==> config.mk <==
export PLATFORM = sky130hd
export DESIGN_NAME = period_sample_packer_flat
export DESIGN_NICKNAME = d
export VERILOG_FILES = /design/src/rtl/period_pkg.sv /design/src/rtl/period_sample_packer_if.sv /design/src/rtl/period_sample_packer.sv /design/src/flat_wrapper.sv
export SDC_FILE = /design/constraint.sdc
export NUM_CORES = 1
export LEC_CHECK = 0
export BUFFER_PORTS_ARGS = -buffer_cell sky130_fd_sc_hd__buf_2
export CORE_AREA = 2 2 132 230
export CTS_CLUSTER_DIAMETER = 120
export DETAILED_ROUTE_END_ITERATION = 12
export DIE_AREA = 0 0 134 232
export MAX_ROUTING_LAYER = met4
export SYNTH_ARGS = -nofsm -noshare
export SYNTH_HDL_FRONTEND = slang
export SYNTH_SLANG_ARGS = --single-unit
==> constraint.sdc <==
create_clock -name clk -period 2.9 [get_ports clk]
set_clock_uncertainty 0.15 [all_clocks]
set_input_delay 0.435 -clock clk [delete_from_list [all_inputs] [get_ports clk]]
set_output_delay 0.435 -clock clk [all_outputs]
set_load 0.01 [all_outputs]
==> src/rtl/period_pkg.sv <==
// Shared constants and state encoding for the period sample packer.
package period_pkg;

    localparam int c_SAMPLE_W    = 8;
    localparam int c_NUM_SAMPLES = 16;
    localparam int c_PERIOD_W    = c_SAMPLE_W * c_NUM_SAMPLES;
    localparam int c_CNT_W       = $clog2(c_NUM_SAMPLES) + 1;

    typedef enum logic [0:0] {
        ST_FILL = 1'b0,
        ST_HOLD = 1'b1
    } state_t;

endpackage

==> src/rtl/period_sample_packer_if.sv <==
// Sample-in / period-word-out stream bundle for period_sample_packer.
`default_nettype none

interface period_sample_packer_if
    import period_pkg::*;
#(
    parameter int SAMPLE_W    = c_SAMPLE_W,
    parameter int NUM_SAMPLES = c_NUM_SAMPLES
);
    localparam int CNT_W = $clog2(NUM_SAMPLES) + 1;

    logic                            s_valid;
    logic                            s_ready;
    logic [SAMPLE_W-1:0]             s_data;
    logic                            s_last;
    logic                            m_valid;
    logic                            m_ready;
    logic [SAMPLE_W*NUM_SAMPLES-1:0] m_data;
    logic [CNT_W-1:0]                m_count;

    // slave: the packer's view; master: the environment driving samples and taking words
    modport slave (
        input  s_valid, s_data, s_last, m_ready,
        output s_ready, m_valid, m_data, m_count
    );

    modport master (
        output s_valid, s_data, s_last, m_ready,
        input  s_ready, m_valid, m_data, m_count
    );

endinterface

`default_nettype wire

==> src/rtl/period_sample_packer.sv <==
// Packs signed samples into one period word (lane 0 = first sample).
// Optional early close on s_last when PERIOD_PACK_FLUSH_EN is defined.
`default_nettype none

module period_sample_packer
    import period_pkg::*;
#(
    parameter int SAMPLE_W    = c_SAMPLE_W,
    parameter int NUM_SAMPLES = c_NUM_SAMPLES
) (
    input  wire logic              clk,
    input  wire logic              rst_n,
    period_sample_packer_if.slave  io_bus
);

    localparam int PERIOD_W = SAMPLE_W * NUM_SAMPLES;
    localparam int LANE_W   = $clog2(NUM_SAMPLES);
    localparam int CNT_W    = LANE_W + 1;

    state_t              r_state;
    state_t              w_state_next;
    logic [LANE_W-1:0]   r_lane;
    logic [PERIOD_W-1:0] r_buf;
    logic [PERIOD_W-1:0] r_out_data;
    logic [CNT_W-1:0]    r_hold_cnt;
    logic [CNT_W-1:0]    r_out_cnt;
    logic                r_out_valid;
    logic                r_rdy;

    logic                w_accept;
    logic                w_flush;
    logic                w_close;
    logic                w_drain;
    logic                w_out_free;
    logic                w_load_direct;
    logic                w_load_hold;
    logic                w_park;
    logic [CNT_W-1:0]    w_lane_cnt;
    logic [PERIOD_W-1:0] w_buf_merged;

`ifdef PERIOD_PACK_FLUSH_EN
    assign w_flush = io_bus.s_last;
`else
    logic w_unused_last;
    assign w_flush       = 1'b0;
    assign w_unused_last = io_bus.s_last;
`endif

    // s_ready is a register, so it never depends on s_valid
    assign w_accept   = io_bus.s_valid & r_rdy;
    assign w_close    = w_accept & ((r_lane == LANE_W'(NUM_SAMPLES - 1)) | w_flush);
    assign w_drain    = r_out_valid & io_bus.m_ready;
    assign w_out_free = ~r_out_valid | io_bus.m_ready;
    assign w_lane_cnt = {1'b0, r_lane} + CNT_W'(1);

    always_comb begin
        w_buf_merged = r_buf;
        w_buf_merged[r_lane*SAMPLE_W +: SAMPLE_W] = io_bus.s_data;
    end

    always_comb begin
        w_state_next  = r_state;
        w_load_direct = 1'b0;
        w_load_hold   = 1'b0;
        w_park        = 1'b0;
        case (r_state)
            ST_FILL: begin
                if (w_close) begin
                    if (w_out_free) begin
                        w_load_direct = 1'b1;
                    end else begin
                        w_park       = 1'b1;
                        w_state_next = ST_HOLD;
                    end
                end
            end
            ST_HOLD: begin
                if (w_drain) begin
                    w_load_hold  = 1'b1;
                    w_state_next = ST_FILL;
                end
            end
            default: w_state_next = ST_FILL;
        endcase
    end

    always_ff @(posedge clk or negedge rst_n) begin
        if (!rst_n) begin
            r_state <= ST_FILL;
        end else begin
            r_state <= w_state_next;
        end
    end

    always_ff @(posedge clk or negedge rst_n) begin
        if (!rst_n) begin
            r_rdy       <= 1'b0;
            r_lane      <= '0;
            r_buf       <= '0;
            r_hold_cnt  <= '0;
            r_out_data  <= '0;
            r_out_cnt   <= '0;
            r_out_valid <= 1'b0;
        end else begin
            r_rdy <= (w_state_next == ST_FILL);

            if (w_accept) begin
                r_lane <= w_close ? '0 : r_lane + LANE_W'(1);
            end

            // Buffer is cleared on every hand-off so short periods carry zero upper lanes
            if (w_load_direct || w_load_hold) begin
                r_buf <= '0;
            end else if (w_accept) begin
                r_buf <= w_buf_merged;
            end

            if (w_park) begin
                r_hold_cnt <= w_lane_cnt;
            end

            if (w_load_direct) begin
                r_out_data  <= w_buf_merged;
                r_out_cnt   <= w_lane_cnt;
                r_out_valid <= 1'b1;
            end else if (w_load_hold) begin
                r_out_data  <= r_buf;
                r_out_cnt   <= r_hold_cnt;
                r_out_valid <= 1'b1;
            end else if (w_drain) begin
                r_out_valid <= 1'b0;
            end
        end
    end

    assign io_bus.s_ready = r_rdy;
    assign io_bus.m_valid = r_out_valid;
    assign io_bus.m_data  = r_out_data;
    assign io_bus.m_count = r_out_cnt;

endmodule

`default_nettype wire

==> src/flat_wrapper.sv <==
// flat-port wrapper written by rule: the top's interface ports become plain ports
module period_sample_packer_flat import period_pkg::*;
#(
    parameter int SAMPLE_W    = c_SAMPLE_W,
    parameter int NUM_SAMPLES = c_NUM_SAMPLES
)
  (clk, rst_n, io_bus_s_valid, io_bus_s_data, io_bus_s_last, io_bus_m_ready, io_bus_s_ready, io_bus_m_valid, io_bus_m_data, io_bus_m_count);
  period_sample_packer_if #(.SAMPLE_W(SAMPLE_W), .NUM_SAMPLES(NUM_SAMPLES)) io_bus_i ();
  input  wire logic clk;
  input  wire logic rst_n;
  input wire logic [$bits(io_bus_i.s_valid)-1:0] io_bus_s_valid;
  input wire logic [$bits(io_bus_i.s_data)-1:0] io_bus_s_data;
  input wire logic [$bits(io_bus_i.s_last)-1:0] io_bus_s_last;
  input wire logic [$bits(io_bus_i.m_ready)-1:0] io_bus_m_ready;
  output wire logic [$bits(io_bus_i.s_ready)-1:0] io_bus_s_ready;
  output wire logic [$bits(io_bus_i.m_valid)-1:0] io_bus_m_valid;
  output wire logic [$bits(io_bus_i.m_data)-1:0] io_bus_m_data;
  output wire logic [$bits(io_bus_i.m_count)-1:0] io_bus_m_count;
  assign io_bus_i.s_valid = io_bus_s_valid;
  assign io_bus_i.s_data = io_bus_s_data;
  assign io_bus_i.s_last = io_bus_s_last;
  assign io_bus_i.m_ready = io_bus_m_ready;
  assign io_bus_s_ready = io_bus_i.s_ready;
  assign io_bus_m_valid = io_bus_i.m_valid;
  assign io_bus_m_data = io_bus_i.m_data;
  assign io_bus_m_count = io_bus_i.m_count;
  period_sample_packer #(.SAMPLE_W(SAMPLE_W), .NUM_SAMPLES(NUM_SAMPLES)) u_core (.clk(clk), .rst_n(rst_n), .io_bus(io_bus_i));
endmodule
### Yosys cells after proc, flatten, opt, wreduce, memory -nomap -nowiden

Index checks and enable logic that the tools add are counted.

* logic and storage cells: 46
* bits in registers: 273

* reductions and logical operators: 4
* bitwise operators: 7
* $add $sub $neg: 3
* eq/ne operators: 1
* shift operators: 2
* multiplexer cells: 21

Operators with widths (count)
* 128-bit 2-to-1 mux: 4
* 128-bit bitwise mux: 1
* 8-bit by 34-bit variable shift with 128-bit output, first input constant: 1
* 8-bit by 34-bit indexed part select with 128-bit output: 1
* 7-bit negator with 34-bit output: 1
* 1-bit 2-to-1 mux: 12
* 5-bit 2-to-1 mux: 2
* 4-bit by 1-bit adder with 5-bit output, second input constant: 1
* 4-bit by 1-bit adder with 4-bit output, second input constant: 1
* 4-bit equality test, second input constant: 1
* 4-bit 2-to-1 mux: 1
* 2-bit nonzero test: 2
* 1-bit AND: 3
* 1-bit inverter: 3
* 3-bit nonzero test: 1
* 1-bit one-hot mux with 2 select lines: 1
* 1-bit logical OR: 1
* 1-bit OR: 1

### Logic depth before layout (Yosys ltp)

Gate-level depths: netlist (run 1).

* depth after elaboration: 7
* mapped depth: 12
* depth with buffers taken out: 7

### Worst setup path before layout (run 1)

No wires, ideal clock.

* path type: register -> register
* from: register u_core.r_lane[0]
* to: register u_core.r_buf[70]
* clock period less this slack: 2.883 ns
* data required time: 2.614 ns
* path slack: 0.017 ns
* library setup time: 0.136 ns
* stages on the path, launching flop included: 13
* buffers on the path: 5
* arrival time: 2.596 ns
* cells stage by stage: dfrtp_1 -> buf_2 -> clkbuf_1 -> buf_1 -> nor3_1 -> ha_1 -> nor2b_1 -> clkbuf_2 -> nand2_1 -> nor3_2 -> buf_2 -> nand2b_1 -> a21oi_1

* cells in the longest elaborated chain, start to end: 6
* elaborated cells on any way between the ends: 12
* classes of those cells: 1 x add/sub; 1 x eq/ne; 2 x shift; 5 x mux; 1 x bitwise; 2 x reduce/logical

Ends and longest elaborated chain
* start: declaration: line period_sample_packer.sv:22 `logic [LANE_W-1:0] r_lane;`
* start signal: assignment: line period_sample_packer.sv:108 `r_lane <= w_close ? '0 : r_lane + LANE_W'(1);`
* parallel branches: the longest is 6 deep, another holds 7-bit negator with 34-bit output
* end signal: assignment: line period_sample_packer.sv:115 `r_buf <= w_buf_merged;`
* end: declaration: line period_sample_packer.sv:23 `logic [PERIOD_W-1:0] r_buf;`

Parallel ways; which one is timed is not known. The select of a mux whose other input is x is not followed.
A chain may end at the register's enable or synchronous reset.

### Worst setup path in the final report (run 1)

* from: register u_core.r_lane[0]
* to: register u_core.r_buf[59]

The elaborated chain is that of the path after synthesis.

==> summary.md, run 1 <==
| Metric | Value |
|---|---|
| Status | `completed` |
| DP Worst Slack | `0.109 ns` |
| Fin cells | `1,597` |
| First-pass GRT wire length | `53,400 um` |
| Max_cap viols | `0` |
| Via count | `9,146` |
| Setup ws final | `0.0640 ns` |
| Clock Sink Count | `273` |
| Max clock buf depth | `3` |
| Estimated wirelength of the detail-placed design | `23,700 um` |
| I/O Buffers | `146` |
| Die Ht | `232 um` |
| Die X | `134 um` |
| Initial DRC Count | `667` |
| Global placement routability congestion | `0.865` |
| CTS H-tree lvls | `1` |
| Synthesized Nets | `1,053` |
| Tcrit/Tclk final | `97.8%` |
| Pleak | `6.38 nW` |
| Switch share | `34.7%` |
| Top cell type's share of synthesized area | `59.3%` |
| Cell Area, Synth | `11,500 um^2` |
| Crit-path max FO | `22` |
| Min Clock Period, post-route | `2.84 ns` |
| Pin count of the biggest net entering global routing | `69` |
| Final Max Tran Viols | `0` |
| Fmax achieved | `353 MHz` |
| Congestion Overflow GR | `0` |
| TritonCTS clock tree | `built` |
| Core area | `29,200 um^2` |
| Clk slew on worst S/H paths | `0.07 ns` |
| Mean post-synth cell area | `11.1 um^2` |
| VDD IR max | `525 uV` |
| WS Path Type | `reg2reg` |
| Synthesized flop and latch total | `273` |
| Worst Max-Slew Pin Slew | `0.941 ns` |
| Number of flops mapped to enable cells by yosys | `0` |
| Router iterations before antenna repair | `5` |
| CTS resizes | `0` |
| TritonCTS Buffers | `26` |
| WL/cell | `21.5 um` |
| Setup Buffers After CTS | `0` |
| Starting Density | `39.5%` |
| Die Area | `31,100 um^2` |
| Critical Path Source Type | `flip-flop` |
| Drt total wl | `34,300 um` |
| Seq/Total Area, Yosys | `59.3%` |
| Top_reg_cell synth | `dfrtp_1` |
| Setup violators final | `0` |
| Worst-skew pair later-pin latency | `0.54 ns` |
| Clk root buf | `clkbuf_16` |
| Internal power | `0.00912 W` |
| Most frequent cells in the layout | `dfrtp_1, buf_2, nand2_1` |
| Logic pwr share | `32.1%` |
| Unrepaired setup endpoints after global routing | `true` |
| Layout cells sized above 1 | `24.0%` |
| Sw Pwr | `0.00484 W` |
| Fillers | `2,716` |
| Commonest non-fill, non-tap cell in the layout | `dfrtp_1` |
| DRC viols | `0` |
| Row count | `83` |
| Antenna fix cells | `0` |
| Setup crit end kind | `flip-flop` |
| Overall global routing resource usage | `22.6%` |
| Nets@finish | `1,214` |
| Clk network pwr share | `25.0%` |
| Ys Warns | `0` |
| Hold crit path type | `in2reg` |
| Slew margin rel. | `37.3%` |
| Worst endpoint required time | `3.23 ns` |
| I/O pins | `148` |
| Synth async-reset ratio | `100%` |
| Final Hold Vio Count | `0` |
| Post-DRT Antenna Nets | `0` |
| Area leader, netlist | `dfrtp_1` |
| Initial antenna violation count | `0` |
| Synthesized instance count | `1,037` |
| Layout area overhead | `19.5%` |
| PD cells | `1010 nW/um^2` |
| Seq pwr share | `42.9%` |
| Yosys cell types | `56` |
| Placed cells | `1,550` |
| Via density | `5.73` |
| Dominant cells by area after synthesis | `dfrtp_1, o2bb2ai_1, nand2_1, o221a_2, nor2_1` |
| CP arrival | `3.16 ns` |
| Vias in the first global route | `9,003` |
| Total power draw | `0.0140 W` |
-- layer usage --
| metal | share of wire [%] | track usage, % | up-vias |
|---|---|---|---|
| li1 | - | - | 4160 |
| met1 | 41 | 28.0 | 4681 |
| met4 | 3.3 | 7.68 | 0 |
| met2 | 52 | 38.8 | 236 |
| met5 | 0 | - | - |
| met3 | 4.2 | 2.29 | 69 |
-- critical path: stages, from the launching register on --
cell and delay [ns]:
dfrtp_1 0.42, buf_4 0.17, ha_1 0.25, nand3_4 0.12, o31a_2 0.52, nand2_1 0.33, nor2_1 0.54, a32o_1 0.25
-- state kept, by name (all words and copies together) (netlist names) --
name                   cells
u_core.io_bus.s_ready      1
u_core.r_hold_cnt          5
u_core.r_lane              4
u_core.io_bus.m_data     128
u_core.r_buf             128
u_core.io_bus.m_count      5
u_core.r_state             1
u_core.io_bus.m_valid      1
-- metrics by stage --
stage | util (%) | hold WS, ns | setup TNS [ns] | area (um^2)
global placement | 44.2 | 0.275 | 0 | 12900
CTS | 47.2 | 0.133 | 0 | 13800
global route | 47.2 | 0.158 | -1.56 | 13800
detailed placement | 44.2 | 0.275 | 0 | 12900
floorplan | - | -0.0106 | 0 | 11500
finish | 47.2 | 0.152 | 0 | 13800
-- cell usage after synthesis (3+ instances only) --
master,number
nor2b_1,6
o221a_2,37
dfrtp_1,273
xnor2_1,3
a21oi_1,46
a211oi_1,21
clkbuf_1,31
o2bb2ai_1,64
o21ai_1,8
nand2b_1,11
and2_1,15
o22ai_1,17
clkbuf_2,3
ha_1,3
nand2_1,127
nor3_1,6
a22o_1,35
nor2_1,110
a221o_1,36
buf_2,22
a32o_1,13
a221oi_1,8
buf_1,3
o21ai_0,7
inv_1,33
and3_1,10
nor3_2,6
nand3_1,40
o21ai_2,7
-- logic make-up after synthesis --
family	share of synthesized area (%)
buffers and inverters	3.43
adder cells (fa/ha/maj)	0.326
XOR/XNOR	0.228
flip-flops	59.3
multiplexers	0.196
AO/OA/AOI/OAI	22.9
AND/OR/NAND/NOR	13.6
-- power groups by stage --
stage	combinational, W	sequential [W]	clock [W]
finish	0.00448	0.00599	0.00350
CTS	0.00452	0.00599	0.00357
detailed placement	0.00449	0.00605	0
global route	0.00489	0.00612	0.00372
global placement	0.00441	0.00602	0
floorplan	0.00253	0.00612	0
-- area by class of cell --
type | instances | area (um^2) | area share [%]
clock buffer | 38 | 747 | 5.43
clock inverter | 7 | 110 | 0.800
inverter | 33 | 124 | 0.900
multi-input combinational | 670 | 4290 | 31.2
sequential | 273 | 6830 | 49.6
tap | 382 | 478 | 3.47
timing repair buffer | 194 | 1180 | 8.58
-- repair_timing --
action,4_1_cts,5_1_grt
endpoints found under the hold margin,62,0
setup endpoints to repair,0,32
hold buffers,2,0
-- worst paths after layout --
kind / start / endpoint / slack [ns] / depth (start not counted)
hold reg to reg: u_core.io_bus.m_data[3] / u_core.io_bus.m_data[3] / 0.32 / 2
min in group asynchronous: rst_n / u_core.io_bus.m_data[92] / 0.29 / 2
hold / removal: io_bus_s_data[6] / u_core.r_buf[70] / 0.15 / 3
max in group asynchronous: rst_n / u_core.io_bus.m_data[73] / 1.53 / 3
setup reg to reg: u_core.r_lane[0] / u_core.r_buf[59] / 0.06 / 7
setup / recovery: u_core.r_lane[0] / u_core.r_buf[59] / 0.06 / 7
No activity file was read; power rests on OpenSTA's default activity.
==> run 2: changes to the inputs <==
--- a/config.mk
+++ b/config.mk
@@ -6,6 +6,7 @@
 export NUM_CORES = 1
 export LEC_CHECK = 0
 export BUFFER_PORTS_ARGS = -buffer_cell sky130_fd_sc_hd__buf_2
+export CAP_MARGIN = 20
 export CORE_AREA = 2 2 132 230
 export CTS_CLUSTER_DIAMETER = 120
 export DETAILED_ROUTE_END_ITERATION = 12
==> constraint.sdc (replaced) <==
create_clock -name clk -period 2.9 [get_ports clk]
set_clock_uncertainty 0.15 [all_clocks]
set_input_delay 0.145 -clock clk [delete_from_list [all_inputs] [get_ports clk]]
set_output_delay 0.145 -clock clk [all_outputs]
set_load 0.01 [all_outputs]
==> run 2 against run 1 <==
  * Critical path type unchanged
  * Flip-flop and latch count is the same
  * Sequential power is essentially flat
  * Critical endpoint is now u_core.r_buf[58]
  * Routed wire length grew 0.88%
  * Cell count grew 0.63%
  * Die area is the same
  * Fmax grew 5.5%
  * Clock-buffer cell count shrank 1
==> summary.md, run 2 (synthesis results as in run 1) <==
| Metric | Value |
|---|---|
| Design area | `13,900 um^2 (+0.84%)` |
| Fmax achieved | `372 MHz (+5.5%)` |
| Initial DRC Count | `710 (+6.4%)` |
| Congestion Overflow GR | `0 (unchanged)` |
| Critical path origin | `u_core.r_lane[1]` |
| Clock Sink Count | `273 (unchanged)` |
| WS Path Type | `reg2reg` |
| Via density | `5.68 (-0.85%)` |
| DRC viols | `0 (unchanged)` |
| Starting Density | `39.5% (unchanged)` |
| CP peak stage delay | `0.51 ns (-0.03 ns)` |
| Post-DRT Antenna Nets | `0 (unchanged)` |
| Global placement routability congestion | `0.855 (-1.1%)` |
| Overall global routing resource usage | `22.8% (+0.20 points)` |
| Core area | `29,200 um^2 (unchanged)` |
| Setup violators final | `0 (unchanged)` |
| Clk root buf | `clkbuf_16` |
| Setup ws final | `0.211 ns (+0.147 ns)` |
| Final Hold Vio Count | `0 (unchanged)` |
| Max_cap viols | `0 (unchanged)` |
| Max clock buf depth | `3 (unchanged)` |
| Placed cell areas | `12,900 um^2 (about the same)` |
| Worst endpoint required time | `3.23 ns (about the same)` |
| Unrepaired setup endpoints after global routing | `false` |
| I/O pins | `148 (unchanged)` |
| Crit path max-delay cell type | `nor2_1` |
| Die X | `134 um (unchanged)` |
| Tcrit/Tclk final | `92.7% (-5.1 points)` |
| Drt total wl | `34,600 um (+0.88%)` |
| PD cells | `1010 nW/um^2 (-0.23%)` |
| Via count | `9,125 (-0.23%)` |
| Min Clock Period, post-route | `2.69 ns (-0.147 ns)` |
| Estimated wirelength of the detail-placed design | `23,900 um (+0.78%)` |
| DP Worst Slack | `0.210 ns (+0.102 ns)` |
| Clk slew on worst S/H paths | `0.06 ns (about the same)` |
| Pleak | `6.44 nW (+0.88%)` |
| Critical Path Source Type | `flip-flop` |
| Worst Max-Slew Pin Slew | `0.929 ns (-0.0111 ns)` |
| CP arrival | `3.01 ns (-0.15 ns)` |
| Die Area | `31,100 um^2 (unchanged)` |
| First-pass GRT wire length | `54,200 um (+1.5%)` |
| Hold crit path type | `in2async` |
| VDD IR max | `601 uV (+14%)` |
| Worst path cell trace | `inv_1, ha_1, buf_4, inv_1, o2111ai_1, nor2_1, a32o_1` |
| FF-to-FF Start | `u_core.r_lane[1]` |
| Row count | `83 (unchanged)` |
| Final Max Tran Viols | `0 (unchanged)` |
| Status | `completed` |
| Initial antenna violation count | `0 (unchanged)` |
| TritonCTS clock tree | `built` |
| Layout area overhead | `20.5%` |
| Crit-path max FO | `11 (-50%)` |
| Post-route core utilization | `47.6% (+0.39 points)` |
| I/O Buffers | `146 (unchanged)` |
| Commonest non-fill, non-tap cell in the layout | `dfrtp_1` |
| Worst-skew pair later-pin latency | `0.54 ns (about the same)` |
| Antenna fix cells | `0 (unchanged)` |
| Vias in the first global route | `9,187 (+2.0%)` |
| Setup crit end kind | `flip-flop` |
| Total power draw | `0.0140 W (+0.60%)` |
| Crit path top cell by count | `inv_1` |
| Final setup TNS | `0 ns (unchanged)` |
| Pin count of the biggest net entering global routing | `105 (+52%)` |
| Router iterations before antenna repair | `5 (unchanged)` |
| Layout cells sized above 1 | `24.3% (+0.29 points)` |
| CTS H-tree lvls | `1 (unchanged)` |
| WL/cell | `21.5 um (+0.25%)` |
| Nets@finish | `1,226 (+0.99%)` |
| Slew margin rel. | `38.0% (+0.74 points)` |
| Most frequent cells in the layout | `dfrtp_1, buf_2, nand2_1` |
| TritonCTS Buffers | `26 (unchanged)` |
| Setup Buffers After CTS | `0 (unchanged)` |
| Die Ht | `232 um (unchanged)` |
==> run 2: cell count changes in the layout (fill, tap and decap cells not counted), sizes merged <==
cell	previous run	this run
clkinv	4	3
buf	192	196
clkbuf	38	37
dlygate4sd3	2	10
==> run 2: stage by stage <==
| step | hold WS [ns] | std cells |
|---|---|---|
| finish | 0.0900 | 1607 |
| global route | 0.123 | 1607 |
| CTS | 0.0746 | 1607 |
| detailed placement | 0.106 | 1554 |
| global placement | 0.0932 | 1554 |
| floorplan | -0.301 | 1037 |
==> run 2: layer usage <==
metal | vias up | global-route usage, % | routed length (um)
li1 | 4181 | - | -
met1 | 4667 | 28.0 | 14100
met2 | 228 | 39.6 | 18200
met3 | 49 | 2.69 | 1400
met4 | 0 | 6.85 | 850
met5 | - | - | 0
==> run 2: final timing paths <==
check | endpoint | slack (ns) | depth (start not counted)
max reg2reg | u_core.r_buf[58] | 0.21 | 7
min reg2reg | u_core.io_bus.m_data[3] | 0.32 | 2
min | u_core.io_bus.m_data[95] | 0.09 | 2
min in group clk | u_core.io_bus.m_valid | 0.09 | 4
max | u_core.r_buf[58] | 0.21 | 7
max in group asynchronous | u_core.r_buf[17] | 1.69 | 3
==> run 2: cell type report <==
cell class              instances  area [um^2]
well taps                     382          478
inverters                      33          124
clock buffers                  37          773
multi-input cells             670         4300
flip-flops and latches        273         6830
clock inverters                 6          105
fillers                      2688        15300
repair buffers                206         1270
==> run 2: timing repair <==
action	CTS	global route
hold endpoints to repair	156	0
resized for setup	0	1
setup endpoints to repair	0	1
hold buffers	10	0
==> run 2: where the power goes <==
part	switching, W	internal (W)
logic	0.00254	0.00197
clock network	0.00144	0.00210
registers	0.000877	0.00512
total	0.00486	0.00919
==> run 2: worst max-delay path, delay by kind of cell (launching register included) <==
family | cells | cell delay [ns]
buf+inv | 3 | 0.56
simple gates | 1 | 0.51
compound gates | 2 | 0.50
fa+ha+maj | 1 | 0.45
flops | 1 | 0.44
==> run 3: changes to the inputs <==
--- a/config.mk
+++ b/config.mk
@@ -5,7 +5,7 @@
 export SDC_FILE = /design/constraint.sdc
 export NUM_CORES = 1
 export LEC_CHECK = 0
-export BUFFER_PORTS_ARGS = -buffer_cell sky130_fd_sc_hd__buf_2
+export BUFFER_PORTS_ARGS = -buffer_cell sky130_fd_sc_hd__buf_4
 export CAP_MARGIN = 20
 export CORE_AREA = 2 2 132 230
 export CTS_CLUSTER_DIAMETER = 120
==> run 3 against run 2 <==
  * Fmax decreased by 0.77%
  * Clock-buffer cell count is 5 lower
  * Clock power shrank 1%
  * First-iteration DRC count shrank 1.3%
  * Register-to-register slack worse by 0.02 ns
  * Die area unchanged
  * Largest power group unchanged
  * Highest routed layer unchanged
==> summary.md, run 3 (synthesis results as in run 1) <==
| Metric | Value |
|---|---|
| Status | `completed` |
| Critical Path Source Type | `flip-flop` |
| Vias in the first global route | `9,282 (+1.0%)` |
| Via density | `5.70 (+0.45%)` |
| Crit path max-delay cell type | `o31ai_2` |
| Min Clock Period, post-route | `2.71 ns (+0.0209 ns)` |
| Overall global routing resource usage | `23.2% (+0.31 points)` |
| Die Area | `31,100 um^2 (unchanged)` |
| Router iterations before antenna repair | `5 (unchanged)` |
| Final Hold Vio Count | `0 (unchanged)` |
| Unrepaired setup endpoints after global routing | `false` |
| Clk slew on worst S/H paths | `0.07 ns (about the same)` |
| Pin count of the biggest net entering global routing | `99 (-5.7%)` |
| Die X | `134 um (unchanged)` |
| CP arrival | `3.02 ns (about the same)` |
| Hold crit path type | `in2async` |
| Placed cells | `1,554 (unchanged)` |
| Core area | `29,200 um^2 (unchanged)` |
| Slew margin rel. | `45.0% (+7.0 points)` |
| Post-DRT Antenna Nets | `0 (unchanged)` |
| TritonCTS Buffers | `25 (-3.8%)` |
| I/O pins | `148 (unchanged)` |
| Setup Buffers After CTS | `0 (unchanged)` |
| Worst endpoint required time | `3.21 ns (-0.02 ns)` |
| CP peak stage delay | `0.52 ns (about the same)` |
| Clk root buf | `clkbuf_16` |
| Starting Density | `39.5% (unchanged)` |
| Design area | `14,200 um^2 (+2.5%)` |
| Crit-path max FO | `11 (unchanged)` |
| Via count | `9,183 (+0.64%)` |
| Initial antenna violation count | `0 (unchanged)` |
| PD cells | `1010 nW/um^2 (about the same)` |
| I/O Buffers | `146 (unchanged)` |
| Estimated wirelength of the detail-placed design | `24,100 um (+1.0%)` |
| Initial DRC Count | `701 (-1.3%)` |
| Row count | `83 (unchanged)` |
| Final Max Tran Viols | `0 (unchanged)` |
| Placed cell areas | `13,200 um^2 (+2.7%)` |
| Clk network pwr share | `24.4% (-0.8 points)` |
| Clock Sink Count | `273 (unchanged)` |
| Max_cap viols | `0 (unchanged)` |
| Crit path top cell by count | `inv_1` |
| Die Ht | `232 um (unchanged)` |
| WL/cell | `21.6 um (+0.24%)` |
| Tcrit/Tclk final | `93.4% (+0.72 points)` |
| Max clock buf depth | `3 (unchanged)` |
| Setup crit end kind | `flip-flop` |
| Pleak | `6.47 nW (+0.51%)` |
| Commonest non-fill, non-tap cell in the layout | `dfrtp_1` |
| Fillers | `2,692 (+0.15%)` |
| TritonCTS clock tree | `built` |
| Register area | `6830 um^2 (unchanged)` |
| Drt total wl | `34,700 um (+0.43%)` |
| Seq pwr share | `42.0% (-0.7 points)` |
| Hold_ws | `0.0767 ns (-0.0132 ns)` |
| Fin cells | `1,610 (+0.19%)` |
| Layout cells sized above 1 | `24.7% (+0.35 points)` |
| Sw Pwr | `0.00494 W (+1.6%)` |
| Multi-input gate area | `4290 um^2 (-0.20%)` |
| Worst Max-Slew Pin Slew | `0.821 ns (-0.108 ns)` |
| Switch share | `34.3% (-0.28 points)` |
| First-pass GRT wire length | `54,600 um (+0.82%)` |
| Internal power | `0.00945 W (+2.9%)` |
| Antenna fix cells | `0 (unchanged)` |
| VDD IR max | `443 uV (-26%)` |
| Worst path cell trace | `inv_1, ha_1, buf_4, inv_1, nand2_1, o31ai_2, o221a_2` |
| Fmax achieved | `369 MHz (-0.77%)` |
| Most frequent cells in the layout | `dfrtp_1, buf_4, nand2_1` |
| Final setup TNS | `0 ns (unchanged)` |
| DRC viols | `0 (unchanged)` |
| Nets@finish | `1,226 (unchanged)` |
| Setup violators final | `0 (unchanged)` |
| Worst-skew pair later-pin latency | `0.54 ns (about the same)` |
| Global placement routability congestion | `0.852 (-0.44%)` |
| CTS H-tree lvls | `1 (unchanged)` |
| Layout area overhead | `23.5%` |
| Logic pwr share | `33.6% (+1.5 points)` |
| WS Path Type | `reg2reg` |
| Congestion Overflow GR | `0 (unchanged)` |
-- run 3: timing repair --
| item | in CTS | in global routing |
|---|---|---|
| gates resized for setup | 0 | 0 |
| hold buffers | 11 | 0 |
| hold endpoints to repair | 196 | 0 |
-- run 3: stage by stage --
| step | total power, W | setup WS, ns | util [%] |
|---|---|---|---|
| after floorplan | 0.00865 | 0.0171 | - |
| after global placement | 0.0108 | 0.279 | 45.4 |
| after detailed placement | 0.0109 | 0.247 | 45.4 |
| after CTS | 0.0145 | 0.215 | 48.7 |
| after global routing | 0.0152 | 0.0453 | 48.7 |
| final | 0.0144 | 0.190 | 48.7 |
-- run 3: power groups by stage --
| stage | registers [W] | clock network [W] | logic (W) |
|---|---|---|---|
| floorplan | 0.00612 | 0 | 0.00253 |
| global placement | 0.00608 | 0 | 0.00476 |
| detailed placement | 0.00609 | 0 | 0.00485 |
| CTS | 0.00604 | 0.00359 | 0.00488 |
| global route | 0.00618 | 0.00374 | 0.00527 |
| finish | 0.00604 | 0.00351 | 0.00484 |
-- run 3: per-layer routing --
layer  share of wire (%)  routed length, um  track usage (%)
met5                   0                  0                -
met3                 4.5               1560             2.23
met1                  40              14000             28.7
met2                  53              18200             40.1
met4                 2.8                969             6.95
-- run 3: final cells by class --
type | count | area share (%)
well taps | 382 | 3.36
multi-input cells | 670 | 30.2
repair buffers | 207 | 11.4
clock inverters | 13 | 1.10
flip-flops and latches | 273 | 48.0
clock buffers | 32 | 5.01
inverters | 33 | 0.871
-- run 3: final timing paths --
check / startpoint / end / slack (ns) / cells past startpoint
max in group asynchronous: rst_n / u_core.io_bus.m_data[40] / 1.65 / 3
min reg2reg: u_core.io_bus.m_data[3] / u_core.io_bus.m_data[3] / 0.32 / 2
max: u_core.r_lane[1] / u_core.io_bus.m_data[64] / 0.19 / 7
max reg2reg: u_core.r_lane[1] / u_core.io_bus.m_data[64] / 0.19 / 7
min in group clk: u_core.io_bus.m_data[3] / u_core.io_bus.m_data[3] / 0.32 / 2
min: rst_n / u_core.io_bus.m_data[89] / 0.08 / 2
-- run 3: critical path: cells and delay by family (launching register included) --
family	cells	cell delay (ns)
compound gates	2	0.82
buf+inv	3	0.56
flops	1	0.44
fa+ha+maj	1	0.43
simple gates	1	0.24
